## src/rtl/conv3x3_pkg.sv

```systemverilog
// Shared constants and helpers for the streaming 3x3 convolution engine.
package conv3x3_pkg;

  localparam int KTAPS   = 9;  // 3x3 kernel, row-major, index 0 = top-left
  localparam int KCENTER = 4;  // centre tap of the kernel
  localparam int SAT_W   = 64; // working width of the saturation helper

  // Accumulator width for the sum of nine signed products.
  function automatic int acc_width(input int data_w, input int coef_w);
    return data_w + coef_w + 5;
  endfunction

  // Clamp a signed value to the unsigned pixel range [0, 2^data_w-1].
  function automatic logic [31:0] saturate(input logic signed [SAT_W-1:0] v,
                                           input int data_w);
    logic signed [SAT_W-1:0] max_v;
    max_v = (64'sd1 <<< data_w) - 64'sd1;
    if (v < 0) begin
      return '0;
    end else if (v > max_v) begin
      return max_v[31:0];
    end else begin
      return v[31:0];
    end
  endfunction

endpackage

```

## src/rtl/line_buffer.sv

```systemverilog
// One image line of pixel storage: combinational read and registered write at
// the same address, so a read returns the value from the previous line.
module line_buffer #(
  parameter int DEPTH  = 16,
  parameter int WIDTH  = 8,
  parameter int ADDR_W = 4
) (
  input  logic              clk,
  input  logic              rst_n,
  input  logic              en_i,
  input  logic [ADDR_W-1:0] addr_i,
  input  logic [WIDTH-1:0]  wr_data_i,
  output logic [WIDTH-1:0]  rd_data_o
);

  logic [WIDTH-1:0] mem_q [DEPTH];

  assign rd_data_o = mem_q[addr_i];

  // Store the incoming pixel for the current column on every accepted beat.
  always_ff @(posedge clk or negedge rst_n) begin
    if (!rst_n) begin
      // NOTE: the array is cleared on reset so that no stale line from an
      // aborted frame can leak into the first window after reset.
      for (int i = 0; i < DEPTH; i++) begin
        mem_q[i] <= '0;
      end
    end else if (en_i) begin
      mem_q[addr_i] <= wr_data_i;
    end
  end

endmodule

```

## src/rtl/conv3x3_stream.sv

```systemverilog
// Streaming 3x3 convolution: raster pixels in, one saturated result per
// interior window position out, with full valid/ready backpressure.
module conv3x3_stream
  import conv3x3_pkg::*;
#(
  parameter int DATA_W = 8,
  parameter int COEF_W = 8,
  parameter int IMG_W  = 16,
  parameter int SHIFT  = 4
) (
  input  logic              clk,
  input  logic              rst_n,
  input  logic              cfg_we,
  input  logic [3:0]        cfg_addr,
  input  logic [COEF_W-1:0] cfg_data,
  input  logic              s_valid,
  output logic              s_ready,
  input  logic [DATA_W-1:0] s_data,
  input  logic              s_sof,
  output logic              m_valid,
  input  logic              m_ready,
  output logic [DATA_W-1:0] m_data,
  output logic              m_eol
);

  localparam int ACC_W  = acc_width(DATA_W, COEF_W);
  localparam int PROD_W = DATA_W + COEF_W + 1;
  localparam int CW     = (IMG_W > 1) ? $clog2(IMG_W) : 1;
  localparam logic [CW-1:0] COL_LAST = CW'(IMG_W - 1);
  localparam logic signed [COEF_W-1:0] K_UNITY = COEF_W'(1 << SHIFT);

  typedef logic signed [COEF_W-1:0] kernel_t [KTAPS];

  logic                     advance;
  logic                     accept;
  logic [CW-1:0]            col_q, col_d, col_cur;
  logic [1:0]               row_q, row_d, row_cur;
  logic [DATA_W-1:0]        lb0_rd, lb1_rd;
  logic [DATA_W-1:0]        win_q [3][3];
  logic [DATA_W-1:0]        win_d [3][3];
  logic                     v0_q, v0_d, eol0_q, eol0_d;
  kernel_t                  coef_q, coef_d;
  logic signed [PROD_W-1:0] prod_q [KTAPS];
  logic signed [PROD_W-1:0] prod_d [KTAPS];
  logic signed [PROD_W-1:0] px_ext, cf_ext;
  logic                     v1_q, v1_d, eol1_q, eol1_d;
  logic signed [ACC_W-1:0]  sum, shifted;
  logic [DATA_W-1:0]        m_data_q, m_data_d;
  logic                     m_valid_q, m_valid_d, m_eol_q, m_eol_d;

  // The whole pipeline moves together; it freezes only while a result waits.
  assign advance = !(m_valid_q && !m_ready);
  assign accept  = s_valid && advance;
  assign s_ready = advance;
  assign m_valid = m_valid_q;
  assign m_data  = m_data_q;
  assign m_eol   = m_eol_q;

  // Raster position of the beat being offered; a start-of-frame forces (0,0).
  always_comb begin
    // NOTE: every output of a combinational block gets a default first so no
    // path leaves it unassigned and no latch is inferred.
    col_cur = s_sof ? '0 : col_q;
    row_cur = s_sof ? '0 : row_q;
    col_d   = col_q;
    row_d   = row_q;
    if (accept) begin
      if (col_cur == COL_LAST) begin
        col_d = '0;
        row_d = (row_cur == 2'd2) ? row_cur : row_cur + 2'd1;
      end else begin
        col_d = col_cur + CW'(1);
        row_d = row_cur;
      end
    end
  end

  // Two stacked line buffers supply the two older rows of the new column.
  line_buffer #(.DEPTH(IMG_W), .WIDTH(DATA_W), .ADDR_W(CW)) u_lb0 (
    .clk       (clk),
    .rst_n     (rst_n),
    .en_i      (accept),
    .addr_i    (col_cur),
    .wr_data_i (s_data),
    .rd_data_o (lb0_rd)
  );

  line_buffer #(.DEPTH(IMG_W), .WIDTH(DATA_W), .ADDR_W(CW)) u_lb1 (
    .clk       (clk),
    .rst_n     (rst_n),
    .en_i      (accept),
    .addr_i    (col_cur),
    .wr_data_i (lb0_rd),
    .rd_data_o (lb1_rd)
  );

  // E0: shift the window left and tag the beat; bubbles become invalid tags.
  always_comb begin
    win_d  = win_q;
    v0_d   = v0_q;
    eol0_d = eol0_q;
    if (advance) begin
      v0_d   = accept && (row_cur == 2'd2) && (col_cur >= CW'(2));
      eol0_d = v0_d && (col_cur == COL_LAST);
      if (accept) begin
        for (int r = 0; r < 3; r++) begin
          win_d[r][0] = win_q[r][1];
          win_d[r][1] = win_q[r][2];
        end
        win_d[0][2] = lb1_rd;
        win_d[1][2] = lb0_rd;
        win_d[2][2] = s_data;
      end
    end
  end

  // Coefficient file: in-range writes update one tap, others are dropped.
  always_comb begin
    coef_d = coef_q;
    if (cfg_we && (cfg_addr < 4'd9)) begin
      coef_d[cfg_addr] = cfg_data;
    end
  end

  // E1: nine signed products of zero-extended pixels and kernel taps.
  always_comb begin
    prod_d = prod_q;
    px_ext = '0;
    cf_ext = '0;
    v1_d   = v1_q;
    eol1_d = eol1_q;
    if (advance) begin
      for (int r = 0; r < 3; r++) begin
        for (int c = 0; c < 3; c++) begin
          px_ext = {{(PROD_W-DATA_W){1'b0}}, win_q[r][c]};
          cf_ext = {{(PROD_W-COEF_W){coef_q[r*3+c][COEF_W-1]}}, coef_q[r*3+c]};
          prod_d[r*3+c] = px_ext * cf_ext;
        end
      end
      v1_d   = v0_q;
      eol1_d = eol0_q;
    end
  end

  // E2: accumulate, arithmetic shift, clamp to the unsigned pixel range.
  always_comb begin
    sum = '0;
    for (int i = 0; i < KTAPS; i++) begin
      sum = sum + {{(ACC_W-PROD_W){prod_q[i][PROD_W-1]}}, prod_q[i]};
    end
    shifted   = sum >>> SHIFT;
    m_data_d  = m_data_q;
    m_valid_d = m_valid_q;
    m_eol_d   = m_eol_q;
    if (advance) begin
      m_data_d  = DATA_W'(saturate({{(SAT_W-ACC_W){shifted[ACC_W-1]}}, shifted},
                                   DATA_W));
      m_valid_d = v1_q;
      m_eol_d   = eol1_q;
    end
  end

  // State registers; reset discards in-flight results and restores identity.
  always_ff @(posedge clk or negedge rst_n) begin
    if (!rst_n) begin
      col_q  <= '0;
      row_q  <= '0;
      v0_q   <= 1'b0;
      eol0_q <= 1'b0;
      v1_q   <= 1'b0;
      eol1_q <= 1'b0;
      for (int r = 0; r < 3; r++) begin
        for (int c = 0; c < 3; c++) begin
          win_q[r][c] <= '0;
        end
      end
      for (int i = 0; i < KTAPS; i++) begin
        coef_q[i] <= (i == KCENTER) ? K_UNITY : '0;
        prod_q[i] <= '0;
      end
      m_data_q  <= '0;
      m_valid_q <= 1'b0;
      m_eol_q   <= 1'b0;
    end else begin
      // NOTE: non-blocking assignments so every register samples values from
      // before this edge, independent of statement order.
      col_q     <= col_d;
      row_q     <= row_d;
      win_q     <= win_d;
      v0_q      <= v0_d;
      eol0_q    <= eol0_d;
      coef_q    <= coef_d;
      prod_q    <= prod_d;
      v1_q      <= v1_d;
      eol1_q    <= eol1_d;
      m_data_q  <= m_data_d;
      m_valid_q <= m_valid_d;
      m_eol_q   <= m_eol_d;
    end
  end

endmodule

```

## config.mk

```make
export PLATFORM = sky130hd
export DESIGN_NAME = conv3x3_stream
export DESIGN_NICKNAME = d
export VERILOG_FILES = /design/src/rtl/conv3x3_pkg.sv /design/src/rtl/line_buffer.sv /design/src/rtl/conv3x3_stream.sv
export SDC_FILE = /design/constraint.sdc
export NUM_CORES = 2
export LEC_CHECK = 0
export CELL_PAD_IN_SITES_DETAIL_PLACEMENT = 0
export CELL_PAD_IN_SITES_GLOBAL_PLACEMENT = 2
export CORE_AREA = 3 3 326 328
export DETAILED_ROUTE_END_ITERATION = 8
export DIE_AREA = 0 0 329 331
export PLACE_DENSITY = 0.82
export SLEW_MARGIN = 20
export SYNTH_ARGS = -nofsm -noshare
export SYNTH_HDL_FRONTEND = slang
export SYNTH_HIERARCHICAL = 1
export SYNTH_SLANG_ARGS = --single-unit
```

## constraint.sdc

```tcl
create_clock -name clk -period 7.57 [get_ports clk]
set_input_delay 1.514 -clock clk [delete_from_list [all_inputs] [get_ports clk]]
set_output_delay 1.514 -clock clk [all_outputs]
set_load 0.02 [all_outputs]
```

==> run_results.csv <==
group,metric,value,unit
sta,fin_tns_setup,0,ns
cts,cts_sinks,573,
cts,ctsResizeCount,0,
run_status,status,"finished clean",
synth,synth_area_per_cell,10.4,um2
synth,synthFlopType,"dfrtp_1",
global_routing,grt_pass1_vias,31100,
global_routing,gr-max-usage-layer,"met2",
cts,cts.clk_slew.worst_paths,0.06,ns
floorplanning,dieWidth,329,um
sta,slew_violations,0,
sta,fin_crit,5.59,ns
cts,clock-root-buffer,"clkbuf_16",
cells_and_area,layout_commonest_cell,"inv_1",
drt,postRouteAntennaNets,0,
cts,numCtsBuffers,69,
floorplanning,placementRows,118,
cells_and_area,multiInputGateArea,29100,um2
placed_design,port_buffers,36,
synth,synth_fp_nets,5346,
sta,hold_violations,0,
cells_and_area,final_cell_mix,"inv_1, nand2_1, dfrtp_1, fa_1, ha_1",
cells_and_area,layout-drive-gt1-share,13.0,%
drt,drtPass1Iterations,6,
worst_setup_path,worstSetupPathType,"flip-flop to flip-flop",
drt,via_per_inst,5.16,
global_routing,grtUsageMet2,36.6,%
floorplanning,start_util,45.0,%
sta,tightestPinTransition,1.10,ns
placed_design,dp_hpwl,87400,um
worst_setup_path,cp-end-kind,"flip-flop",
worst_setup_path,cp_data_required_time,8.06,ns
cells_and_area,syn_to_final_growth,8.59,%
drt,wl,117000,um
min_path,hp-class,"flip-flop to flip-flop",
global_routing,grt_start_max_net_pins,149,
job,maxCapViolations,0,
cells_and_area,fillCellCount,9600,
synth,synth_area_leaders,"dfrtp_1, fa_1, ha_1",
cells_and_area,nets,5289,
cts,cts_max_path_buffers,3,
cells_and_area,regArea,14300,um2
drt,dr.first_iter.drc_count,1686,
worst_setup_path,critPathLaunchType,"flip-flop",
floorplanning,io_pins,37,
worst_setup_path,rrSetupSlack,1.98,ns
cts,clk_latency,0.64,ns
floorplanning,core,103000,um2
sta,holdWs,0.464,ns
cts,post_cts.repair.setup_buffers,0,
floorplanning,die_area,109000,um2
synth,syn_area,46600,um2
global_routing,track_usage,22.4,%
global_routing,grt_pass1_wl,187000,um
sta,clock_skew,0.0368,ns
synth,yosysWarnings,6,
synth,yosys.area.top_type,"dfrtp_1",
global_routing,antenna_found_initial,12,
cts,h-tree-depth,3,
floorplanning,die_h,331,um
placed_design,gp_congestion,0.851,
global_routing,grt_overflow,0,
synth,synth_cells,4457,
drt,drc_errors,0,
cts,tritoncts,"yes",
drt,post_drt_wl_per_cell,20.1,um
sta,finalCritPeriodShare,73.8,%
synth,ys_seq_area_share,30.8,%
sta,max_freq,179,MHz
drt,vias,30200,
sta,rsz0062_at_grt,"no",
worst_setup_path,critPathArrivalTime,6.08,ns
synth,synth_cell_types,72,
synth,yosys.area.top_type_share,30.7,%
global_routing,grt.met1_usage,31.7,%
cts,cts_hold_buf,0,
global_routing,met3_usage,2.85,%
synth,async_flop_share,100,%
synth,synth-seq-cells,573,
sta,setup_viol,0,
sta,slew_headroom,26.7,%
synth,synth_edf_count,0,
worst_setup_path,cp_max_fo,8,
## sequential cells by signal (all words and copies together), names as in the netlist
name,count
coef_q,72
col_q,4
eol0_q,1
eol1_q,1
m_data,8
m_eol,1
m_valid,1
prod_q,153
row_q,2
u_lb0/mem_q,128
u_lb1/mem_q,128
v0_q,1
v1_q,1
win_q,72
## final timing paths
path                             startpoint              to  depth (start not counted)
worst max-delay path            prod_q[108]       m_data[4]                         15
worst min-delay path                   v1_q            v1_q                          2
worst max register to register  prod_q[108]       m_data[4]                         15
worst min register to register         v1_q            v1_q                          2
max in group asynchronous             rst_n     prod_q[144]                          2
min in group asynchronous             rst_n  u_lb1/mem_q[4]                          1
## metal layers
layer,vias to the layer above,part of all wire (%),wire length [um]
li1,14200,-,-
met1,15400,47,54700
met2,402,47,55400
met3,133,3.8,4470
met4,4,2.5,2900
met5,-,0.023,27
## per-stage QoR
stage	cells	util [%]	cell area (um2)	worst slack (ns)
finish	5841	48.9	50600	1.98
global route	5836	48.8	50600	1.75
CTS	5835	48.8	50500	2.01
detailed placement	5709	46.5	48100	2.03
global placement	5709	46.5	48100	2.12
floorplan	4457	-	46600	2.38
## layout make-up
type / instances / area share [%]
timing repair buffer: 58 / 1.12
tap: 1380 / 3.41
inverter: 633 / 4.72
antenna: 6 / 0.0297
multi-input combinational: 3065 / 57.6
clock inverter: 31 / 0.906
clock buffer: 95 / 3.86
sequential: 573 / 28.4
## cells by family after synthesis
family                     Yosys count  share of synthesized area (%)
xor gates and xnor gates           104                           1.96
AOI/OAI and AO/OA                  351                           4.79
muxes                              390                           11.1
and+or+nand+nor                   1357                           14.1
adders and majority gates          863                           30.5
DFF                                573                           30.8
buffers and inverters              819                           6.75
## cells in the mapped netlist (13+ instances only)
master and count:
nand2_1 619, nand3_1 32, a22oi_1 34, xnor2_1 41
a21oi_1 138, o21ai_0 66, fa_1 454, nor2b_1 31
nand2b_1 76, o31ai_1 15, nor3_1 21, mux2_4 16
or3_1 18, xor2_1 63, inv_1 633, dfrtp_1 572
and2_1 295, ha_1 409, clkbuf_1 149, buf_2 19
o211ai_1 13, nor2_1 190, mux2_2 306, mux4_2 64
## worst max-delay path: stages (launching register included)
cell,delay (ns)
dfrtp_1,0.40
fa_1,0.58
fa_1,0.45
fa_1,0.55
inv_1,0.05
fa_1,0.47
inv_1,0.04
ha_1,0.21
or3_1,0.36
or3_1,0.35
a221o_1,0.40
a311oi_4,0.36
o211ai_1,0.16
nor2b_1,0.16
or4_1,0.63
o221a_1,0.29
Power is left out: the tool's default activity adds up to more than one toggle a clock period on the data nets, which glitch-free logic cannot reach.
